===== src/rtl/mem_stage.sv =====
// mem_stage: memory-access stage of the 5-stage RV32I pipeline.
//
// This stage sits between execute and wb_stage. It takes the ALU result and
// the store data from EX. It runs byte, half and word loads and stores against
// a data memory that uses a ready handshake. It also holds the MEM/WB pipeline
// register. While a memory transaction is outstanding, it stalls upstream.
//
// Optional feature macro: MEM_MISALIGN_TRAP_EN
//   When defined, misaligned half/word accesses issue no bus request. They
//   complete in one cycle with wb_reg_write=0 and pulse the extra `misaligned`
//   output. When undefined, misaligned accesses use the aligned word.
//
// Ports:
//   clk, rst_n          clock (rising edge), asynchronous active-low reset
//   in_valid, flush     EX/MEM holds a real instruction / squash it
//   pc                  link value, passed through to wb_pc
//   alu_result          effective address, or the result of a non-memory op
//   rs2_data            store data
//   mem_read, mem_write load / store (both high is treated as a store)
//   funct3              access size and signedness
//   mem_to_reg, jump, reg_write, rd   writeback controls
//   stall               upstream must hold its EX/MEM inputs
//   dmem_*              data memory request / response port
//   wb_*                MEM/WB register outputs feeding wb_stage
//   misaligned          (only with MEM_MISALIGN_TRAP_EN) misaligned access flag
module mem_stage #(
  parameter int WORD_SIZE = 32,
  parameter int NUM_WORDS = 1024,
  parameter int ADDR_SIZE = $clog2(NUM_WORDS)
) (
  input  logic                 clk,
  input  logic                 rst_n,
  input  logic                 in_valid,
  input  logic                 flush,
  input  logic [ADDR_SIZE-1:0] pc,
  input  logic [WORD_SIZE-1:0] alu_result,
  input  logic [WORD_SIZE-1:0] rs2_data,
  input  logic                 mem_read,
  input  logic                 mem_write,
  input  logic [2:0]           funct3,
  input  logic                 mem_to_reg,
  input  logic                 jump,
  input  logic                 reg_write,
  input  logic [4:0]           rd,
  output logic                 stall,
  output logic                 dmem_req,
  output logic                 dmem_we,
  output logic [WORD_SIZE-1:0] dmem_addr,
  output logic [3:0]           dmem_be,
  output logic [WORD_SIZE-1:0] dmem_wdata,
  input  logic [WORD_SIZE-1:0] dmem_rdata,
  input  logic                 dmem_ready,
  output logic                 wb_valid,
  output logic                 wb_mem_to_reg,
  output logic                 wb_jump,
  output logic                 wb_reg_write,
  output logic [4:0]           wb_rd,
  output logic [ADDR_SIZE-1:0] wb_pc,
  output logic [WORD_SIZE-1:0] wb_memory_data,
  output logic [WORD_SIZE-1:0] wb_alu_data
`ifdef MEM_MISALIGN_TRAP_EN
  ,
  output logic                 misaligned
`endif
);

  typedef enum logic {IDLE, ACCESS} state_t;

  state_t state_q, state_d;

  // The request is captured here when the access is accepted. It then stays
  // stable on the bus until dmem_ready, even if upstream inputs move.
  logic [WORD_SIZE-1:0] alu_q;
  logic [WORD_SIZE-1:0] wdata_q;
  logic [3:0]           be_q;
  logic                 we_q;
  logic                 load_q;
  logic [2:0]           funct3_q;
  logic                 memToReg_q;
  logic                 jump_q;
  logic                 regWrite_q;
  logic [4:0]           rd_q;
  logic [ADDR_SIZE-1:0] pc_q;
  logic                 flushed_q, flushed_d;

  logic                 wbValid_q, wbValid_d;
  logic                 wbMemToReg_q, wbMemToReg_d;
  logic                 wbJump_q, wbJump_d;
  logic                 wbRegWrite_q, wbRegWrite_d;
  logic [4:0]           wbRd_q, wbRd_d;
  logic [ADDR_SIZE-1:0] wbPc_q, wbPc_d;
  logic [WORD_SIZE-1:0] wbMem_q, wbMem_d;
  logic [WORD_SIZE-1:0] wbAlu_q, wbAlu_d;
  logic                 misal_q, misal_d;

  logic                 isMemOp;
  logic                 startAccess;
  logic                 misalignNew;
  logic [1:0]           offNew;
  logic [3:0]           beNew;
  logic [WORD_SIZE-1:0] wdataNew;
  logic [WORD_SIZE-1:0] byteLane;
  logic [WORD_SIZE-1:0] halfLane;
  logic [WORD_SIZE-1:0] loadData;
  logic                 stallRaw;

  assign isMemOp = mem_read | mem_write;
  assign offNew  = alu_result[1:0];

  // Store lanes and replicated data. funct3[1:0] selects the size. Loads
  // reuse the same lane pattern, and memory may ignore it for reads.
  always_comb begin
    beNew    = 4'b1111;
    wdataNew = rs2_data;
    case (funct3[1:0])
      2'b00: begin
        beNew    = 4'b0001 << offNew;
        wdataNew = {4{rs2_data[7:0]}};
      end
      2'b01: begin
        beNew    = 4'b0011 << {offNew[1], 1'b0};
        wdataNew = {2{rs2_data[15:0]}};
      end
      default: begin
        beNew    = 4'b1111;
        wdataNew = rs2_data;
      end
    endcase
  end

`ifdef MEM_MISALIGN_TRAP_EN
  always_comb begin
    misalignNew = 1'b0;
    if (in_valid && isMemOp) begin
      case (funct3[1:0])
        2'b00:   misalignNew = 1'b0;
        2'b01:   misalignNew = offNew[0];
        default: misalignNew = (offNew != 2'b00);
      endcase
    end
  end
`else
  assign misalignNew = 1'b0;
`endif

  // Load extraction uses the latched byte offset. The lane is shifted down to
  // bit 0 and then extended according to the latched funct3.
  assign byteLane = dmem_rdata >> {alu_q[1:0], 3'b000};
  assign halfLane = dmem_rdata >> {alu_q[1], 4'b0000};

  always_comb begin
    loadData = dmem_rdata;
    case (funct3_q)
      3'b000:  loadData = {{24{byteLane[7]}}, byteLane[7:0]};
      3'b001:  loadData = {{16{halfLane[15]}}, halfLane[15:0]};
      3'b100:  loadData = {24'd0, byteLane[7:0]};
      3'b101:  loadData = {16'd0, halfLane[15:0]};
      default: loadData = dmem_rdata;
    endcase
  end

  // Next-state logic and the MEM/WB next values. While a bus access is being
  // accepted or is still waiting, MEM/WB takes a bubble. This keeps wb_stage
  // from seeing the previous instruction twice.
  always_comb begin
    state_d      = state_q;
    stallRaw     = 1'b0;
    dmem_req     = 1'b0;
    startAccess  = 1'b0;
    flushed_d    = flushed_q;
    wbValid_d    = 1'b0;
    wbRegWrite_d = 1'b0;
    wbMemToReg_d = mem_to_reg;
    wbJump_d     = jump;
    wbRd_d       = rd;
    wbPc_d       = pc;
    wbAlu_d      = alu_result;
    wbMem_d      = '0;
    misal_d      = 1'b0;
    case (state_q)
      IDLE: begin
        if (in_valid && isMemOp && !flush && !misalignNew) begin
          stallRaw    = 1'b1;
          startAccess = 1'b1;
          flushed_d   = 1'b0;
          state_d     = ACCESS;
        end else begin
          wbValid_d    = in_valid & ~flush;
          wbRegWrite_d = in_valid & ~flush & reg_write & ~misalignNew;
          misal_d      = in_valid & ~flush & misalignNew;
        end
      end
      ACCESS: begin
        dmem_req     = 1'b1;
        stallRaw     = ~dmem_ready;
        wbMemToReg_d = memToReg_q;
        wbJump_d     = jump_q;
        wbRd_d       = rd_q;
        wbPc_d       = pc_q;
        wbAlu_d      = alu_q;
        if (flush) begin
          flushed_d = 1'b1;
        end
        if (dmem_ready) begin
          // The bus side effect has already happened. A flush seen at any
          // point in the access only turns the writeback into a bubble.
          wbValid_d    = ~(flushed_q | flush);
          wbRegWrite_d = ~(flushed_q | flush) & regWrite_q;
          wbMem_d      = load_q ? loadData : '0;
          flushed_d    = 1'b0;
          state_d      = IDLE;
        end
      end
      default: state_d = IDLE;
    endcase
  end

  // stall is forced low while reset is asserted, even if upstream still
  // presents a memory op.
  assign stall = stallRaw & rst_n;

  always_ff @(posedge clk or negedge rst_n) begin
    if (!rst_n) begin
      state_q   <= IDLE;
      flushed_q <= 1'b0;
    end else begin
      state_q   <= state_d;
      flushed_q <= flushed_d;
    end
  end

  // Request latch, loaded only when an access is accepted.
  always_ff @(posedge clk or negedge rst_n) begin
    if (!rst_n) begin
      alu_q      <= '0;
      wdata_q    <= '0;
      be_q       <= '0;
      we_q       <= 1'b0;
      load_q     <= 1'b0;
      funct3_q   <= '0;
      memToReg_q <= 1'b0;
      jump_q     <= 1'b0;
      regWrite_q <= 1'b0;
      rd_q       <= '0;
      pc_q       <= '0;
    end else if (startAccess) begin
      alu_q      <= alu_result;
      wdata_q    <= wdataNew;
      be_q       <= beNew;
      we_q       <= mem_write;
      load_q     <= mem_read & ~mem_write;
      funct3_q   <= funct3;
      memToReg_q <= mem_to_reg;
      jump_q     <= jump;
      regWrite_q <= reg_write;
      rd_q       <= rd;
      pc_q       <= pc;
    end
  end

  // MEM/WB pipeline register.
  always_ff @(posedge clk or negedge rst_n) begin
    if (!rst_n) begin
      wbValid_q    <= 1'b0;
      wbMemToReg_q <= 1'b0;
      wbJump_q     <= 1'b0;
      wbRegWrite_q <= 1'b0;
      wbRd_q       <= '0;
      wbPc_q       <= '0;
      wbMem_q      <= '0;
      wbAlu_q      <= '0;
      misal_q      <= 1'b0;
    end else begin
      wbValid_q    <= wbValid_d;
      wbMemToReg_q <= wbMemToReg_d;
      wbJump_q     <= wbJump_d;
      wbRegWrite_q <= wbRegWrite_d;
      wbRd_q       <= wbRd_d;
      wbPc_q       <= wbPc_d;
      wbMem_q      <= wbMem_d;
      wbAlu_q      <= wbAlu_d;
      misal_q      <= misal_d;
    end
  end

  assign dmem_we        = we_q;
  assign dmem_addr      = {alu_q[WORD_SIZE-1:2], 2'b00};
  assign dmem_be        = be_q;
  assign dmem_wdata     = wdata_q;
  assign wb_valid       = wbValid_q;
  assign wb_mem_to_reg  = wbMemToReg_q;
  assign wb_jump        = wbJump_q;
  assign wb_reg_write   = wbRegWrite_q;
  assign wb_rd          = wbRd_q;
  assign wb_pc          = wbPc_q;
  assign wb_memory_data = wbMem_q;
  assign wb_alu_data    = wbAlu_q;

`ifdef MEM_MISALIGN_TRAP_EN
  assign misaligned = misal_q;
`else
  logic unusedMisal;
  assign unusedMisal = misal_q;
`endif

endmodule


===== config.mk =====
export PLATFORM = sky130hd
export DESIGN_NAME = mem_stage
export DESIGN_NICKNAME = d
export VERILOG_FILES = /design/src/rtl/mem_stage.sv
export SDC_FILE = /design/constraint.sdc
export NUM_CORES = 1
export LEC_CHECK = 0
export ABC_AREA = 1
export BUFFER_PORTS_ARGS = -buffer_cell sky130_fd_sc_hd__buf_4
export CAP_MARGIN = 20
export CORE_AREA = 2 2 95 189
export CTS_CLUSTER_SIZE = 8
export DETAILED_ROUTE_END_ITERATION = 12
export DIE_AREA = 0 0 97 191
export GPL_ROUTABILITY_DRIVEN = 0
export MAX_ROUTING_LAYER = met4
export PLACE_DENSITY = 0.85
export SYNTH_ARGS = -nofsm -noshare
export SYNTH_HDL_FRONTEND = slang
export SYNTH_SLANG_ARGS = --single-unit

===== constraint.sdc =====
create_clock -name clk -period 1.5 [get_ports clk]
set_clock_uncertainty 0.1 [all_clocks]
set_input_delay 0.075 -clock clk [delete_from_list [all_inputs] [get_ports clk]]
set_output_delay 0.075 -clock clk [all_outputs]
set_load 0.01 [all_outputs]

======== Word level (Yosys, flattened, before mapping) ========
Cells that the tools add are included.
cells by class
  eq/ne operators ......................... 6
  shift operators ......................... 4
  mux-type cells .......................... 27
  bitwise logic cells ..................... 12
  reductions and logical operators ........ 6
operators by type and width
  operator                                                               number
  32-bit two-way mux                                                     4
  32-bit one-hot mux with 4 select lines                                 1
  32-bit one-hot mux with 2 select lines                                 1
  32-bit by 5-bit >> shifter with 16-bit output                          1
  32-bit by 5-bit >> shifter with 8-bit output                           1
  1-bit two-way mux                                                      13
  10-bit two-way mux                                                     1
  1-bit one-hot mux with 2 select lines                                  5
  4-bit one-hot mux with 2 select lines                                  1
  3-bit equality test, second input constant                             2
  1-bit AND                                                              5
  5-bit two-way mux                                                      1
  1-bit NOT                                                              5
  1-bit by 2-bit << shifter with 4-bit output, first input constant      1
  2-bit by 2-bit << shifter with 4-bit output, first input constant      1
  3-bit by 1-bit equality test with 1-bit output, second input constant  1
  3-bit zero test                                                        1
  3-bit inequality test, second input constant                           1
  2-bit by 1-bit equality test with 1-bit output, second input constant  1
  1-bit logical AND                                                      2
  2-bit zero test                                                        1
  2-bit inequality test, second input constant                           1
  1-bit OR                                                               2
  2-bit AND reduction                                                    1
  1-bit zero test                                                        1
storage, ports and cells
  bits in registers ....................... 176
  bits of input ports ..................... 124
  output and inout port bits .............. 154
  word-level logic and storage cells ...... 76

======== Depth between registers and ports, before layout ========
  depth after elaboration ................. 6
  mapped depth ............................ 10
  depth with buffers taken out ............ 8

======== Least setup slack after synthesis ========
Ideal clock, no wire load.
  kind .................................... reg2reg
  from .................................... register alu_q[1]
  to ...................................... register wbMem_q[21], in the netlist wb_memory_data[21]
  setup time .............................. 0.121 ns
  arrival time ............................ 1.193 ns
  required time ........................... 1.279 ns
  setup slack ............................. 0.085 ns
  stages on the path, launching flop included .. 11
  path buffers ............................ 2
  clock period less this slack ............ 1.415 ns
  cells stage by stage .................... dfrtp_1 buf_6 inv_4 nand2_2 nand2_2 nand2_2 nand3_4 nand2_2 nand2_4 buf_12 nor2_4
on the way
  cells in the longest elaborated chain, start to end .. 5
  elaborated cells between the ends (all ways) .. 6
  those cells by class .................... 2 x shift; 4 x mux
ends and longest elaborated chain
  item                                                                                                                  line      source
  start, declared                                                                                                       73        logic [WORD_SIZE-1:0] alu_q;
  start signal, assigned                                                                                                247       alu_q <= alu_result;
  32-bit by 5-bit >> shifter with 16-bit output / 32-bit by 5-bit >> shifter with 8-bit output (equally long branches)  149, 148
  32-bit one-hot mux with 4 select lines *                                                                              153       case (funct3_q)
  32-bit two-way mux *                                                                                                  209       wbMem_d = load_q ? loadData : '0;
  32-bit two-way mux *                                                                                                  204       if (dmem_ready) begin
  32-bit two-way mux *                                                                                                  180       case (state_q)
  net wbMem_d[21]                                                                                                       92        logic [WORD_SIZE-1:0] wbMem_q, wbMem_d;
  end signal, assigned                                                                                                  280       wbMem_q <= wbMem_d;
  end, declared                                                                                                         92
The timed path passes the listed nets; every way through them passes the cells marked *.
A chain may end at the register's enable or synchronous reset.

======== Worst setup path after layout ========
  from .................................... register state_q
  to ...................................... output port stall
on the way
  cells in the longest elaborated chain, start to end .. 3
ends and longest elaborated chain
  item                                     line  source
  start, declared                          69    state_t state_q, state_d;
  start signal, assigned                   227   state_q <= state_d;
  1-bit NOT                                -
  1-bit one-hot mux with 2 select lines *  180
  1-bit AND *                              220   assign stall = stallRaw & rst_n;
  end, declared                            45    output logic stall,
Every way passes the cells marked *; elsewhere a longest branch is shown, timed or not.

==> results.md <==
- Status: finished with violations
- Failing checks: setup timing
- Final Max Tran Viols: 0
- Crit share post-route: 103%
- Uppermost layer routed: met4
- RSZ-0062 raised after global routing: yes
- Initial Util: 44.2%
- Mapped Area: 0.00756 sq mm
- Io pins: 278
- Share of post-route cells with drive strength above 1: 31.8%
- Dominant cell type by area after synthesis: dfrtp_1
- Antenna cells: 0
- CP delay by family, top: flip-flops
- Clock sinks: 176
- Rows: 68
- Syn Area/Cell: 9.04 sq um
- Chip Height: 191 um
- Clk Latency, worst-skew pair: 0.43 ns
- Setup violations, final: 4
- Finished Layout Cells: 1448
- Total Wirelength: 25900 um
- First-pass GRT wire length: 40500 um
- Longest Clk Path Bufs: 2
- MaxCap Viol Count: 0
- Number of synthesized register bits: 176
- Critical path class: register to output port
- IO Port Bufs: 275
- 1st-iter DRT viols: 534
- DRC viols: 0
- Fraction of the yosys area taken by sequential cells: 58.2%
- Startpoint Class: register
- Total met3 wirelength after detailed routing: 2260 um
- Crit path cell chain: nor2_4 -> nand2_8 -> a21boi_2 -> buf_4
- Slowest Stage Delay on Critical Path: 0.45 ns
- Hold crit path type: primary input to register
- Top post-synthesis cells by area: dfrtp_1, o21ai_0, nand2_1, inv_1, buf_4
- WL per Instance: 17.9 um
- Nets: 1349
- Number of global-route vias before repair: 7774
- Syn Inst Count: 836
- Drt first pass iters: 5
- WP data arrival: 1.37 ns
- Static Leakage: 0.00611 uW
- DIE WIDTH: 97 um
- GRT Overall Usage: 28.5%
- Power per cell area: 1260 mW/mm^2
- Placed Cells: 1275
- Initial antenna violation count: 0
- Avg Vias per Cell: 5.16
- Hpwl dp: 15100 um
- Peak supply drop: 0.856 mV
- Final ANT Viol Nets: 0
- CP endpoint kind: output port
- CTS tree: built
- Met2 WL post-DR: 13500 um
- Clk slew on worst S/H paths: 0.07 ns
- GR Overflow Total: 0
- Hold Vio Cnt, Final: 0
- Share of the synthesized area in the top cell type: 58.2%
- Wire length on met1: 9260 um
- Fin worst setup slack: -0.0430 ns
- Total power: 15100 uW
- Via Count: 7466
- Req. time, crit path: 1.32 ns
- Fmax: 648 MHz
- Largest net degree at the start of global routing: 97
- Core footprint: 0.0171 sq mm
- Buf/Inv on CP: 1
- Root buf cell: clkbuf_16
- Area Growth Syn to Fin: 57.5%
- # fillers: 1136
- Synth warn: 0
- Max stage delay cell, worst path: dfrtp_2
- H-Tree Depth: 4
- Inserted Clock Buffers: 17
- Crit path time final: 1.54 ns
- Die area: 0.0185 sq mm
- Worst-path maximum fanout: 4
- Yosys cell types: 32
per-layer routing:
layer	up-vias	track usage, %
met2	468	49.8
met4	0	10.6
li1	3406	-
met3	88	6.33
met1	3504	31.8
met5	-	-
stage by stage:
step                cell area [sq um]  hold slack, ns  setup TNS, ns  utilization [%]  setup slack [ns]
floorplan                        7560          -0.321              0                -            0.0852
global placement                 9720          0.0544        -0.0616             56.8           -0.0253
detailed placement               9720          0.0544         -0.413             56.8           -0.0959
CTS                             11800          0.0164        -0.0640             68.9           -0.0640
global route                    11900          0.0455          -1.78             69.6           -0.0969
finish                          11900          0.0436        -0.0686             69.6           -0.0430
final timing paths:
path                                startpoint                          end  slack [ns]  cells past startpoint
max                          state_q$_DFF_PN0_                        stall       -0.04                      4
min reg2reg                rd_q[0]$_DFFE_PN0P_           wb_rd[0]$_DFF_PN0_        0.38                      2
min in group asynchronous                rst_n           wb_pc[0]$_DFF_PN0_        0.24                      3
max in group asynchronous                rst_n         alu_q[1]$_DFFE_PN0P_        0.64                      3
min                              dmem_rdata[7]  wb_memory_data[7]$_DFF_PN0_        0.04                      5
max reg2reg                  state_q$_DFF_PN0_         alu_q[5]$_DFFE_PN0P_       -0.02                      6
area by class of cell:
cell class	count	area (sq um)	share of cell area, %
Clock buffer	18	429	3.60
Clock inverter	14	245	2.06
Inverter	81	325	2.73
Multi-Input combinational cell	505	2440	20.5
Sequential cell	176	4410	37.0
Tap cell	210	263	2.21
Timing Repair Buffer	444	3800	31.9
cells in the mapped netlist:
library cell,number
clkinv_1,2
a21boi_0,1
nor2_1,45
buf_12,1
nor2_8,1
o21ai_1,2
buf_4,32
inv_4,1
nand2_1,197
nand2_2,5
nor2_4,11
a21oi_2,1
inv_1,73
inv_6,1
inv_8,1
nand3_1,24
a22o_1,1
nand3_2,1
nand2_4,2
inv_2,3
conb_1,1
dfrtp_1,176
nor3_1,7
o21ai_0,158
a21oi_1,42
o21a_1,2
clkbuf_1,23
buf_6,4
nand3_4,1
nand2_8,1
buf_2,15
o21bai_1,1
kinds of logic (layout without fill, tap and decap cells):
family                 Yosys count  count (layout)  synth area share [%]
and+or+nand+nor                295             295                  17.3
AOI/OAI and AO/OA              208             208                  14.0
DFF                            176             176                  58.2
buffers and inverters          156             557                  10.4
other                            1               2                0.0496
worst register-to-register path, stage by stage (launching register included):
cell	delay, ns
dfrtp_2	0.45
nor2_4	0.17
nand2_8	0.07
buf_4	0.18
buf_12	0.19
nand2_1	0.11
o21ai_0	0.11
cell usage in the layout (no fill, tap or decap), types with 2 or more instances in the layout:
cell / n
nor2_1: 43
inv_6: 7
nand2_2: 9
inv_2: 2
buf_4: 304
nand3_1: 24
bufinv_16: 6
dfrtp_2: 3
dfrtp_1: 173
conb_1: 2
nand2_1: 192
nor2_4: 11
dlymetal6s4s_1: 2
nor2_2: 2
nor3_1: 7
dlygate4sd3_1: 125
inv_4: 2
o21a_1: 2
buf_6: 3
a21oi_2: 5
inv_1: 73
buf_12: 8
nand2_8: 2
a21oi_1: 37
o21ai_0: 141
nand2_4: 2
clkinvlp_4: 2
clkbuf_16: 17
o21ai_1: 19
what timing repair did:
action	4_1_cts	5_1_grt
hold buffers	127	0
pin swaps	2	6
setup buffers	7	5
gates resized for setup	9	39
hold endpoints to repair	348	0
setup endpoints to repair	1	84
cloned	1	1
report_power, final:
| part | internal (uW) | leakage, uW | total [uW] | switching [uW] |
|---|---|---|---|---|
| Clock | 3160 | 0.000327 | 5130 | 1970 |
| Combinational | 1880 | 0.00357 | 3930 | 2050 |
| Sequential | 5500 | 0.00221 | 6010 | 511 |
Power figures use the tool's default switching activity.
